### config.mk
export PLATFORM = sky130hd
export DESIGN_NAME = instr_fetch_unit
export DESIGN_NICKNAME = d
export VERILOG_FILES = /design/src/rtl/instr_fetch_unit.sv
export SDC_FILE = /design/constraint.sdc
export NUM_CORES = 1
export LEC_CHECK = 0
export ABC_CLOCK_PERIOD_IN_PS = 5500
export BUFFER_PORTS_ARGS = -buffer_cell sky130_fd_sc_hd__buf_2
export CAP_MARGIN = 20
export CELL_PAD_IN_SITES_DETAIL_PLACEMENT = 0
export CELL_PAD_IN_SITES_GLOBAL_PLACEMENT = 1
export CORE_MARGIN = 4
export CORE_UTILIZATION = 38
export CTS_BUF_LIST = sky130_fd_sc_hd__clkbuf_4
export CTS_CLUSTER_DIAMETER = 100
export DETAILED_ROUTE_END_ITERATION = 10
export GPL_ROUTABILITY_DRIVEN = 0
export GPL_TIMING_DRIVEN = 0
export MAX_ROUTING_LAYER = met4
export PLACE_DENSITY = 0.95
export SYNTH_ARGS = -nofsm -noshare
export SYNTH_HDL_FRONTEND = slang
export SYNTH_SLANG_ARGS = --single-unit
export TNS_END_PERCENT = 5
### constraint.sdc
create_clock -name clk -period 5.5 [get_ports clk]
set_input_delay 0.55 -clock clk [delete_from_list [all_inputs] [get_ports clk]]
set_output_delay 0.55 -clock clk [all_outputs]
set_load 0.005 [all_outputs]
### src/rtl/instr_fetch_unit.sv
// RISC-V fetch front end: PC register, req/ack instruction fetch, next-PC select,
// and sticky misalign/timeout error detection with a terminal ERROR state.
module instr_fetch_unit #(
  parameter int              XLEN     = 32,
  parameter logic [XLEN-1:0] RESET_PC = '0,
  parameter int              TIMEOUT  = 16
) (
  input  logic            clk,
  input  logic            rst_n,
  input  logic [1:0]      PCsrc,
  input  logic [XLEN-1:0] immext,
  input  logic [XLEN-1:0] ALUresult,
  input  logic            exec_done,
  output logic            imem_req,
  output logic [XLEN-1:0] imem_addr,
  input  logic            imem_ack,
  input  logic [31:0]     imem_rdata,
  output logic [31:0]     instr,
  output logic            instr_valid,
  output logic [XLEN-1:0] PC,
  output logic [XLEN-1:0] PCplus4,
  output logic            misalign_err,
  output logic            fetch_err
);

  typedef enum logic [1:0] {S_IDLE, S_FETCH, S_EXEC, S_ERROR} state_t;

  localparam int CW = $clog2(TIMEOUT) + 1;

  state_t          state;
  logic [CW-1:0]   tmo_cnt;
  logic [XLEN-1:0] next_pc;
  logic [XLEN-1:0] jalr_tgt;

  assign PCplus4     = PC + XLEN'(4);
  assign jalr_tgt    = ALUresult & ~XLEN'(1);
  assign imem_req    = (state == S_FETCH);
  assign imem_addr   = PC;
  assign instr_valid = (state == S_EXEC);

  always_comb begin
    next_pc = PCplus4;
    if (PCsrc[1])      next_pc = jalr_tgt;
    else if (PCsrc[0]) next_pc = PC + immext;
  end

  always_ff @(posedge clk) begin
    if (!rst_n) begin
      state        <= S_IDLE;
      PC           <= RESET_PC;
      instr        <= '0;
      tmo_cnt      <= '0;
      misalign_err <= 1'b0;
      fetch_err    <= 1'b0;
    end else begin
      unique case (state)
        S_IDLE: state <= S_FETCH;
        S_FETCH: begin
          // ack in the last allowed cycle still wins over the timeout
          if (imem_ack) begin
            instr   <= imem_rdata;
            tmo_cnt <= '0;
            state   <= S_EXEC;
          end else if (tmo_cnt == CW'(TIMEOUT - 1)) begin
            fetch_err <= 1'b1;
            state     <= S_ERROR;
          end else begin
            tmo_cnt <= tmo_cnt + CW'(1);
          end
        end
        S_EXEC: begin
          if (exec_done) begin
            // PC takes the target even when misaligned so the fault address is visible
            PC <= next_pc;
            if (next_pc[1:0] != 2'b00) begin
              misalign_err <= 1'b1;
              state        <= S_ERROR;
            end else begin
              state <= S_FETCH;
            end
          end
        end
        S_ERROR: state <= S_ERROR;
        default: state <= S_ERROR;
      endcase
    end
  end

endmodule

; Word level (Yosys, flattened, before mapping)
; Index checks and enable logic that the tools add are counted.
[word_totals]
regBits = 73
latch_bits = 0
ram_bits = 0
romBits = 0
out_inout_bits = 132
memories = 0
[op_classes]
add_sub_neg = 3
multipliers = 0
n_div = 0
order_cmp = 0
eq_ne = 7
shifts = 0
muxes = 9
bitwise_logic = 1
n_reduce_logical = 8
[ops]
columns = cell, count
row1 = 32-bit two-way mux, 2
row2 = 32-bit by 3-bit adder with 32-bit output (second input constant), 1
row3 = 32-bit adder, 1
row4 = 5-bit two-way mux, 2
row5 = 2-bit two-way mux, 4
row6 = 2-bit case mux with 4 select lines, 1
row7 = 2-bit AND reduction, 4
row8 = 3-bit AND reduction, 2
row9 = 5-bit by 1-bit adder with 5-bit output (second input constant), 1
row10 = 5-bit by 4-bit equality test with 1-bit output (second input constant), 1
row11 = 2-bit equality test (second input constant), 2
row12 = 2-bit inequality test (second input constant), 2
row13 = 3-bit by 1-bit inequality test with 1-bit output (second input constant), 1
row14 = 2-bit by 1-bit equality test with 1-bit output (second input constant), 1
row15 = 2-bit zero test, 1
row16 = 2-bit nonzero test, 1
row17 = 1-bit inverter, 1

; Depth between registers and ports, before layout
; Gate-level depths: netlist (run 1).
[logic_depth]
word_depth = 7
mapped_depth = 11
ltp_nobuf = 10

; Least setup slack after synthesis (run 1)
; OpenSTA, ideal clock, no wires.
[synth_timing]
path_type = in2reg
from = in immext[0]
to = reg PC[24]
arrival_ns = 2.644
setup_slack_ns = 2.709
path_stages = 10
cell_sequence = ha_1 fa_1 a21o_1 a221oi_2 a2bb2oi_2 a21oi_2 a31oi_2 o21ai_0 xnor2_1 a41oi_1
[synth_via]
elab_chain_len = 3
[synth_rtl]
columns = element, line_no
row1 = from (decl), 11  ; input logic [XLEN-1:0] immext,
row2 = 32-bit adder, 44  ; else if (PCsrc[0]) next_pc = PC + immext;
row3 = 32-bit two-way mux, 44
row4 = 32-bit two-way mux, 43  ; if (PCsrc[1]) next_pc = jalr_tgt;
row5 = to (signal assigned), 74  ; PC <= next_pc;
row6 = to (decl), 20  ; output logic [XLEN-1:0] PC,
; No other way between the ends.
; A chain may end at the register's enable or synchronous reset.

; Worst setup path after layout (run 1)
[layout_timing]
from = reg PC[4]
to = out PCplus4[25]
[layout_via]
elab_chain_len = 1
[layout_rtl]
columns = element, line_no
row1 = 32-bit by 3-bit adder with 32-bit output, 35  ; assign PCplus4 = PC + XLEN'(4);
row2 = to (decl), 21  ; output logic [XLEN-1:0] PCplus4,
; No other way between the ends.

==> summary.md, run 1 <==
| Metric | Value |
|---|---|
| First-pass GRT wire length | 32,370 µm |
| Leakage | 3.536 nW |
| Fillers | 1,525 |
| # H-tree levels | 3 |
| Worst Tran Pin Value | 0.8236 ns |
| Critical path data required time | 4.95 ns |
| PostCTS Resize Cnt | 0 |
| Syn_nets | 906 |
| Power Total | 0.001211 W |
| DIE WIDTH | 130.7 µm |
| Gr ovfl total | 0 |
| Slew HR | 43.67% |
| Final instance area | 0.007234 mm² |
| Vias | 6,611 |
| Yosys top cell by area | dfxtp_1 |
| Synth cell types | 66 |
| CP startpoint kind | flip-flop |
| R2R Path Start | PC[0] |
| Post-synth EDFFs | 0 |
| Top cells by area, synth | dfxtp_1 (26%), nand2_1 (8.9%), a21oi_1 (7.5%) |
| Drt drc | 0 |
| Combinational share of power | 24.9% |
| Post-synthesis sequential area ratio | 25.55% |
| Final hold vios | 0 |
| Die span in y | 130.7 µm |
| # IOs | 234 |
| Vias per cell | 5.509 |
| Power per standard cell area | 167.5 mW/mm² |
| Final setup TNS | 0 ns |
| Setup crit end kind | output port |
| Initial core utilization | 39.06% |
| Placed Area | 0.007106 mm² |
| Number of post-CTS setup repair buffers | 0 |
| Clk root buf | clkbuf_4 |
| Layout cell share with drive strength beyond 1 | 29.53% |
| Vias in the first global route | 6,179 |
| CP Class | flip-flop to output port |
| Worst vdd ir | 0.00008654 V |
| Final Core Density | 49.40% |
| Hold Buf Count CTS | 0 |
| Mean post-synth cell area | 7.437 µm² |
| Synth top area share | 25.55% |
| Reg-to-reg slack, setup | 2.31 ns |
| MaxCap Viol Count | 0 |
| Wire per inst | 17.76 µm |
| Antenna diodes | 0 |
| Final Setup Violations | 0 |
| CTS tree | yes |
| Share of total power in sequential cells | 47.1% |
| Clock sinks | 73 |
| Num CTS Buffers | 9 |
| Worst Hold End | instr[18] |
| Clock power frac | 28.1% |
| Synth Flop Type | dfxtp_1 |
| Final WL | 21,320 µm |
| Nets | 1,148 |
| Internal Power | 0.0007781 W |
| Max-slew violations | 0 |
| DR iter-0 viols | 548 |
| Hold Crit Class | primary input to flip-flop |
| I/O Buffers | 231 |
| Largest fanout on the critical path | 9 |
| Hold Startpoint | imem_rdata[18] |
| Clock latency on the worst-skew pair | 0.44 ns |
| Switch share | 35.77% |
| CP arrival | 2.82 ns |
| Status | finished clean |
| Worst Clk Skew | 0.01415 ns |
| Total track usage | 24.71% |
| #FFs+latches synth | 73 |
| WHS | 0.3240 ns |
| DPL Wire Length | 16,830 µm |
| Final Critical Period | 3.372 ns |
| RR Endpoint | PC[24] |
| RSZ-0062 raised after global routing | false |
| Die area | 0.01708 mm² |
| Ys async rst share | 0% |
| CTS max path bufs | 2 |
| Max Fclk | 296.5 MHz |
| Net switching power | 0.0004333 W |
| Initial antenna violation count | 0 |
| DRT antenna net count | 0 |
| Area growth, synth to finish | 26.49% |
| Reg2reg path depth | 10 |
| Final critical-path share of the clock period | 61.32% |
| Core Rows | 44 |
| Mapped Area | 0.005719 mm² |
| Synth warn | 0 |
| Cells after synthesis | 769 |
| Core area | 0.01464 mm² |
| Clk slew on worst S/H paths | 0.15 ns |
| Largest net degree at the start of global routing | 16 |
| Worst Hold Depth | 3 |
| Drt first pass iters | 6 |
[cells in the mapped netlist, types with 4 or more instances]
| cell | number |
|---|---|
| a211o_1 | 4 |
| a211oi_1 | 7 |
| a21o_1 | 17 |
| a21oi_1 | 86 |
| a221oi_1 | 5 |
| a22oi_1 | 6 |
| a31oi_1 | 5 |
| and2_1 | 4 |
| and3_1 | 15 |
| and4_1 | 8 |
| buf_1 | 8 |
| buf_4 | 34 |
| clkbuf_1 | 28 |
| dfxtp_1 | 73 |
| ha_1 | 34 |
| inv_1 | 15 |
| mux2i_1 | 6 |
| nand2_1 | 136 |
| nand2b_1 | 6 |
| nand3_1 | 20 |
| nand4_1 | 8 |
| nor2_1 | 39 |
| nor2b_1 | 4 |
| nor3_1 | 6 |
| o211ai_1 | 8 |
| o21a_1 | 6 |
| o21ai_0 | 50 |
| o21bai_1 | 5 |
| o221ai_1 | 7 |
| o22ai_1 | 8 |
| o31ai_1 | 6 |
| or2_2 | 4 |
| xnor2_1 | 32 |
| xor2_1 | 21 |
[cells by family (layout without fill, tap and decap cells)]
logic type | after synthesis | in the layout | share of synthesized area [%]
mux | 6 | 6 | 1.050
simple gates | 264 | 264 | 21.31
xor+xnor | 53 | 53 | 8.116
flops | 73 | 73 | 25.55
buf+inv | 87 | 334 | 7.985
fa+ha+maj | 35 | 35 | 7.788
compound gates | 251 | 251 | 28.20
[registers in the layout (all words and copies together), names as in the netlist]
signal and cells:
PC 32, fetch_err 1, instr 32, misalign_err 1
state 2, tmo_cnt 5
[stage by stage]
stage          std cells  setup slack [ns]
2_1_floorplan        769             2.709
3_3_place_gp        1184             2.145
3_5_place_dp        1184             2.112
4_1_cts             1200             2.096
5_1_grt             1200             1.873
6_report            1200             2.128
[per-layer routing]
metal | vias up | part of all wire [%] | GRT usage, %
li1 | 3237 | - | -
met1 | 3029 | 45 | 34.02
met2 | 319 | 45 | 38.19
met3 | 26 | 9.1 | 3.496
met4 | 0 | 1.2 | 6.534
met5 | - | 0 | -
[layout by cell type, fill, tap and decap left out, types with 17 or more instances in the layout]
master,instances
ha_1,34
nor2_1,39
buf_2,233
xnor2_1,32
nand2_1,136
a21oi_1,86
buf_4,34
a21o_1,17
dfxtp_1,73
o21ai_0,50
clkbuf_1,28
xor2_1,21
nand3_1,20
[worst max path at each step]
| stage | cells past startpoint | startpoint | endpoint |
|---|---|---|---|
| 3_5_place_dp | 11 | immext[0] | PC[24] |
| 2_1_floorplan | 10 | immext[0] | PC[24] |
| 4_1_cts | 7 | PC[4] | PCplus4[25] |
| 6_report | 7 | PC[4] | PCplus4[25] |
| 3_3_place_gp | 11 | immext[0] | PC[24] |
| 5_1_grt | 7 | PC[4] | PCplus4[25] |
[power by group through the flow]
stage	registers [W]	clock network, W	logic, W
final	0.000570	0.000340	0.000301
after global routing	0.000574	0.000373	0.000334
after CTS	0.000570	0.000348	0.000299
after detailed placement	0.000582	0	0.000297
after global placement	0.000581	0	0.000295
after floorplan	0.000578	0	0.000173
[layout make-up]
type	instances	area, µm²	area share [%]
inverter	15	56.30	0.7783
clock inverter	7	61.31	0.8475
buffer	72	400.4	5.534
timing repair buffer	231	1156	15.98
clock buffer	9	67.56	0.9339
multi-input combinational	609	3801	52.54
tap	184	230.2	3.182
sequential	73	1461	20.20
[critical path, cell delays in order (launching register included)]
cell,delay (ns)
dfxtp_1,0.56
and4_1,0.28
nand4_1,0.32
nor2_1,0.36
nand2_1,0.27
nor2_1,0.28
xor2_1,0.17
buf_2,0.13
Power figures use the tool's default switching activity.
==> run 2: changes to the inputs <==
--- a/config.mk
+++ b/config.mk
@@ -5,20 +5,20 @@
 export SDC_FILE = /design/constraint.sdc
 export NUM_CORES = 1
 export LEC_CHECK = 0
-export ABC_CLOCK_PERIOD_IN_PS = 5500
+export ABC_CLOCK_PERIOD_IN_PS = 3200
 export BUFFER_PORTS_ARGS = -buffer_cell sky130_fd_sc_hd__buf_2
 export CAP_MARGIN = 20
 export CELL_PAD_IN_SITES_DETAIL_PLACEMENT = 0
 export CELL_PAD_IN_SITES_GLOBAL_PLACEMENT = 1
 export CORE_MARGIN = 4
-export CORE_UTILIZATION = 38
+export CORE_UTILIZATION = 35
 export CTS_BUF_LIST = sky130_fd_sc_hd__clkbuf_4
 export CTS_CLUSTER_DIAMETER = 100
 export DETAILED_ROUTE_END_ITERATION = 10
 export GPL_ROUTABILITY_DRIVEN = 0
 export GPL_TIMING_DRIVEN = 0
 export MAX_ROUTING_LAYER = met4
-export PLACE_DENSITY = 0.95
+export PLACE_DENSITY = 0.89
 export SYNTH_ARGS = -nofsm -noshare
 export SYNTH_HDL_FRONTEND = slang
 export SYNTH_SLANG_ARGS = --single-unit
==> constraint.sdc (replaced) <==
create_clock -name clk -period 3.2 [get_ports clk]
set_input_delay 0.32 -clock clk [delete_from_list [all_inputs] [get_ports clk]]
set_output_delay 0.32 -clock clk [all_outputs]
set_load 0.005 [all_outputs]
==> summary.md, run 2 (synthesized netlist as in run 1, its figures left out) <==
| Metric | Value |
|---|---|
| I/O Buffers | 231 (unchanged) |
| Cell Chain, Critical Path | and4_1 > nand4_1 > nor2_4 > nand2_1 > nor2_1 > xor2_1 > buf_2 |
| Drt drc | 0 (unchanged) |
| Gr ovfl total | 0 (unchanged) |
| Final Critical Period | 3.062 ns |
| MaxCap Viol Count | 0 (unchanged) |
| Power per standard cell area | 285.4 mW/mm² (+70%) |
| First-pass GRT wire length | 33,340 µm (+3.0%) |
| Total track usage | 23.49% (-1.2 points) |
| Pre-CTS WS | 0.04986 ns (-2.062 ns) |
| Reg-to-reg slack, setup | 0.15 ns (-2.16 ns) |
| DPL Wire Length | 17,120 µm (+1.7%) |
| Final Core Density | 45.79% (-3.6 points) |
| DR iter-0 viols | 522 (-4.7%) |
| Clock sinks | 73 (unchanged) |
| Worst vdd ir | 0.0001424 V (+65%) |
| Worst Clk Skew | 0.01881 ns (+0.004655 ns) |
| CTS tree | yes |
| Final instance area | 0.007301 mm² (+0.92%) |
| Largest net degree at the start of global routing | 16 (unchanged) |
| Worst stage delay on the critical path | 0.51 ns (-0.05 ns) |
| RSZ-0062 raised after global routing | false |
| Clock power frac | 28.0% (about the same) |
| Max-slew violations | 0 (unchanged) |
| RR Endpoint | PC[24] |
| Largest fanout on the critical path | 8 (-1) |
| DRT antenna net count | 0 (unchanged) |
| Hold Startpoint | imem_rdata[25] |
| CP arrival | 2.74 ns (-0.08 ns) |
| Max Fclk | 326.6 MHz |
| Clock latency on the worst-skew pair | 0.44 ns (about the same) |
| # H-tree levels | 3 (unchanged) |
| Leakage | 3.538 nW (about the same) |
| Internal Power | 0.001338 W (+72%) |
| CP max stage cell | dfxtp_1 |
| Status | finished clean |
| Vias per cell | 5.296 (-3.9%) |
| Commonest cells after routing, fill and taps aside | buf_2 (233), nand2_1 (136), a21oi_1 (86), dfxtp_1 (72), o21ai_0 (50) |
| Final Setup Violations | 0 (unchanged) |
| Clk root buf | clkbuf_4 |
| Top Registers | PC: 32 flops, instr: 32 flops, tmo_cnt: 5 flops |
| R2R Path Start | PC[0] |
| Net switching power | 0.0007458 W (+72%) |
| Wire per inst | 17.64 µm (-0.67%) |
| Die span in y | 135.8 µm (+3.9%) |
| Combinational share of power | 24.9% (about the same) |
| Slew HR | 48.63% (+5.0 points) |
| Worst Hold End | instr[25] |
| Final hold vios | 0 (unchanged) |
| Worst Hold Depth | 3 (unchanged) |
| Most common cell after layout, fill and taps aside | buf_2 |
| Layout cell share with drive strength beyond 1 | 29.72% (+0.20 points) |
| Vias | 6,535 (-1.1%) |
| Die area | 0.01845 mm² (+8.0%) |
| Drt first pass iters | 5 (-1) |
| CTS max path bufs | 2 (unchanged) |
| Initial core utilization | 35.87% (-3.2 points) |
| Reg2reg path depth | 10 (unchanged) |
| Nets | 1,148 (unchanged) |
| Share of total power in sequential cells | 47.1% (about the same) |
| Setup crit end kind | output port |
| Num CTS Buffers | 9 (unchanged) |
| CP Class | flip-flop to output port |
| Core Rows | 46 (+4.5%) |
| Final setup TNS | 0 ns (unchanged) |
| Switch share | 35.79% (about the same) |
| Vias in the first global route | 6,237 (+0.94%) |
| Final critical-path share of the clock period | 95.70% |
| Placed Area | 0.007146 mm² (+0.56%) |
| Critical path data required time | 2.88 ns (-2.07 ns) |
| Area growth, synth to finish | 27.65% |
| DIE WIDTH | 135.8 µm (+3.9%) |
| Power Total | 0.002084 W (+72%) |
| Core area | 0.01594 mm² (+8.9%) |
| CP startpoint kind | flip-flop |
| Clk slew on worst S/H paths | 0.15 ns (about the same) |
| Hold Crit Class | primary input to flip-flop |
| Initial antenna violation count | 2 (+2) |
| Final worst slack | 0.1377 ns (-1.990 ns) |
| # IOs | 234 (unchanged) |
| Final WL | 21,770 µm (+2.1%) |
| Worst Tran Pin Value | 0.7653 ns (-0.05826 ns) |
run 2: through the flow:
stage / instances / hold WS (ns)
finish: 1234 / 0.09540
global route: 1234 / 0.05613
CTS: 1232 / 0.06087
detailed placement: 1216 / 0.4439
global placement: 1216 / 0.4393
floorplan: 769 / 0.4354
run 2: repair_timing:
action                     CTS  global route
setup endpoints to repair    2             8
hold buffers                 0             0
resized for setup            1             4
buffers inserted             0             0
pin swaps                    0             0
run 2: worst max path at each step:
| stage | cells after the start | from | endpoint | slack (ns) |
|---|---|---|---|---|
| 4_1_cts | 7 | PC[4] | PCplus4[25] | 0.07 |
| 3_3_place_gp | 11 | immext[0] | PC[24] | 0.06 |
| 5_1_grt | 7 | PC[5] | PCplus4[25] | 0.002 |
| 2_1_floorplan | 10 | PC[0] | PC[24] | 0.62 |
| 6_report | 7 | PC[5] | PCplus4[25] | 0.14 |
| 3_5_place_dp | 11 | immext[0] | PC[24] | 0.05 |
run 2: metal layers:
| metal | track usage (%) | vias up | wire [µm] | share of wire [%] |
|---|---|---|---|---|
| met4 | 4.199 | 0 | 174 | 0.80 |
| li1 | - | 3236 | - | - |
| met3 | 4.071 | 18 | 1809 | 8.3 |
| met5 | - | - | 0 | 0 |
| met2 | 38.19 | 274 | 10190 | 47 |
| met1 | 31.16 | 3007 | 9605 | 44 |
run 2: layout make-up:
cell class | instances | area (µm²)
fill | 1685 | 8642
sequential | 73 | 1463
antenna | 2 | 5.005
buffer | 72 | 400.4
tap | 216 | 270.3
clock buffer | 9 | 67.56
timing repair buffer | 231 | 1156
multi-input combinational | 609 | 3821
inverter | 15 | 56.30
clock inverter | 7 | 61.31
run 2: critical path: cells and delay by family (launching register included):
kind	cells	cell delay, ns
and+or+nand+nor	5	1.46
DFF	1	0.51
xor gates and xnor gates	1	0.18
buffers and inverters	1	0.14
run 2: power by group through the flow:
stage               clock network, W  registers [W]  logic, W
finish                      0.000583       0.000981  0.000520
global route                0.000645       0.000987  0.000576
CTS                         0.000602       0.000980  0.000518
detailed placement                 0        0.00100  0.000514
global placement                   0       0.000999  0.000512
floorplan                          0       0.000994  0.000298
==> run 3: changes to the inputs <==
--- a/config.mk
+++ b/config.mk
@@ -18,7 +18,7 @@
 export GPL_ROUTABILITY_DRIVEN = 0
 export GPL_TIMING_DRIVEN = 0
 export MAX_ROUTING_LAYER = met4
-export PLACE_DENSITY = 0.89
+export PLACE_DENSITY = 0.92
 export SYNTH_ARGS = -nofsm -noshare
 export SYNTH_HDL_FRONTEND = slang
 export SYNTH_SLANG_ARGS = --single-unit
==> summary.md, run 3 (synthesized netlist as in run 1, its figures left out) <==
| Metric | Value |
|---|---|
| Status | finished clean |
| Final setup TNS | 0 ns (unchanged) |
| Wire per inst | 17.46 µm (-1.0%) |
| Worst setup path startpoint | PC[5] |
| Setup crit end kind | output port |
| Largest fanout on the critical path | 8 (unchanged) |
| # H-tree levels | 3 (unchanged) |
| Hold Startpoint | imem_rdata[25] |
| Drt first pass iters | 8 (+3) |
| Drt drc | 0 (unchanged) |
| Reg area | 0.001463 mm² (unchanged) |
| DIE WIDTH | 135.8 µm (unchanged) |
| Layout cell share with drive strength beyond 1 | 29.72% (unchanged) |
| Final Critical Period | 3.084 ns (+0.02167 ns) |
| Final critical-path share of the clock period | 96.37% (+0.68 points) |
| Most common cell after layout, fill and taps aside | buf_2 |
| Net switching power | 0.0007449 W (-0.12%) |
| Critical path data required time | 2.88 ns (about the same) |
| CP arrival | 2.76 ns (+0.02 ns) |
| Gr ovfl total | 0 (unchanged) |
| CP Class | flip-flop to output port |
| R2R Path Start | PC[23] |
| Top Registers | PC: 32 flops, instr: 32 flops, tmo_cnt: 5 flops |
| Max Fclk | 324.3 MHz (-0.70%) |
| RSZ-0062 raised after global routing | false |
| Hold Buf Count CTS | 0 (unchanged) |
| Share of total power in sequential cells | 47.1% (about the same) |
| Clock sinks | 73 (unchanged) |
| Multi-input gate area | 0.003831 mm² (+0.26%) |
| Commonest cells after routing, fill and taps aside | buf_2 (233), nand2_1 (136), a21oi_1 (86), dfxtp_1 (72), o21ai_0 (50) |
| # IOs | 234 (unchanged) |
| Placed cell count | 1,216 (unchanged) |
| Clk root buf | clkbuf_4 |
| Switch share | 35.79% (about the same) |
| Clock latency on the worst-skew pair | 0.46 ns (+0.02 ns) |
| DRT antenna net count | 0 (unchanged) |
| Final Core Density | 45.83% (about the same) |
| Number of post-CTS setup repair buffers | 0 (unchanged) |
| Internal Power | 0.001337 W (-0.12%) |
| MaxCap Viol Count | 0 (unchanged) |
| CTS tree | yes |
| Final hold vios | 0 (unchanged) |
| Initial antenna violation count | 0 (-2) |
| Leakage | 3.538 nW (about the same) |
| Clock power frac | 27.8% (-0.2 points) |
| Clk slew on worst S/H paths | 0.14 ns (about the same) |
| Worst Clk Skew | 0.02218 ns (+0.003367 ns) |
| Combinational share of power | 25.0% (about the same) |
| Worst vdd ir | 0.0001476 V (+3.7%) |
| Worst Tran Pin Value | 0.7337 ns (-0.03167 ns) |
| Core Rows | 46 (unchanged) |
| Total track usage | 22.78% (-0.71 points) |
| Hold Crit Class | primary input to flip-flop |
| Fillers | 1,678 (-0.42%) |
| Area growth, synth to finish | 27.76% (about the same) |
| Slew HR | 49.82% (+1.2 points) |
| Vias | 6,575 (+0.61%) |
| Core area | 0.01594 mm² (unchanged) |
| DPL Wire Length | 16,970 µm (-0.88%) |
| Final std cells w/o fill | 1,233 (-0.081%) |
| CP startpoint kind | flip-flop |
| Nets | 1,148 (unchanged) |
| CTS max path bufs | 2 (unchanged) |
| First-pass GRT wire length | 32,400 µm (-2.8%) |
| Vias in the first global route | 6,110 (-2.0%) |
| Die area | 0.01845 mm² (unchanged) |
| Max-slew violations | 0 (unchanged) |
| Vias per cell | 5.333 (+0.69%) |
| Final Setup Violations | 0 (unchanged) |
| I/O Buffers | 231 (unchanged) |
| Power per standard cell area | 284.9 mW/mm² (-0.21%) |
| Num CTS Buffers | 9 (unchanged) |
| Initial core utilization | 35.87% (unchanged) |
| Largest net degree at the start of global routing | 16 (unchanged) |
| Die span in y | 135.8 µm (unchanged) |
| Final WL | 21,530 µm (-1.1%) |
| DR iter-0 viols | 672 (+29%) |
[run 3: cell count changes in the layout (fill, tap and decap cells not counted)]
cell / delta
a2111oi_0: +1
a2111oi_1: -1
a2bb2oi_2: -1
a2bb2oi_4: +1
clkinv_4: -1
clkinvlp_4: +1
diode_2: -1
[run 3: layer usage]
metal  up-vias  global-route usage, %  wire length (µm)  part of all wire, %
li1       3223                      -                 -                    -
met5         -                      -                 0                    0
met3        42                  2.998              1966                  9.1
met4         0                  5.823               420                  2.0
met2       333                  36.73              9717                   45
met1      2977                  30.35              9430                   44
[run 3: per-stage QoR]
stage	setup slack (ns)	power [W]	hold slack, ns	cell area, µm²
after floorplan	0.6156	0.001292	0.4354	5719
after global placement	0.05448	0.001510	0.4401	7146
after detailed placement	0.04747	0.001513	0.4448	7146
after CTS	0.07181	0.002092	0.05149	7276
after global routing	0.01343	0.002192	0.04459	7305
final	0.1160	0.002081	0.08875	7307
[run 3: area by class of cell]
type	count	share of cell area, %
diodes	1	0.03425
plain buffers	72	5.479
clock buffers	9	0.9247
clock inverters	7	0.8219
inverters	15	0.7705
multi-input cells	609	52.43
flip-flops and latches	73	20.02
well taps	216	3.699
repair buffers	231	15.82
[run 3: critical path: stages, from the launching register on]
cell     delay [ns]
dfxtp_1        0.51
and4_1         0.28
nand4_1        0.39
nor2_4         0.29
nand2_1        0.24
nor2_1         0.31
xor2_1         0.17
buf_2          0.13
[run 3: power groups by stage]
| stage | combinational [W] | sequential (W) | clock [W] |
|---|---|---|---|
| floorplan | 0.000298 | 0.000994 | 0 |
| global placement | 0.000510 | 0.000999 | 0 |
| detailed placement | 0.000512 | 0.00100 | 0 |
| CTS | 0.000515 | 0.000980 | 0.000597 |
| global route | 0.000574 | 0.000986 | 0.000631 |
| finish | 0.000521 | 0.000981 | 0.000579 |
[run 3: timing repair]
| item | in CTS | in global routing |
|---|---|---|
| endpoints found under the setup margin | 2 | 8 |
| gates resized for setup | 1 | 4 |
| pin swaps | 0 | 0 |
[run 3: final timing paths]
path / end / slack (ns) / cells past startpoint
max: PCplus4[25] / 0.12 / 7
min: instr[25] / 0.09 / 3
max reg2reg: PC[27] / 0.15 / 9
min reg2reg: instr[23] / 0.46 / 2
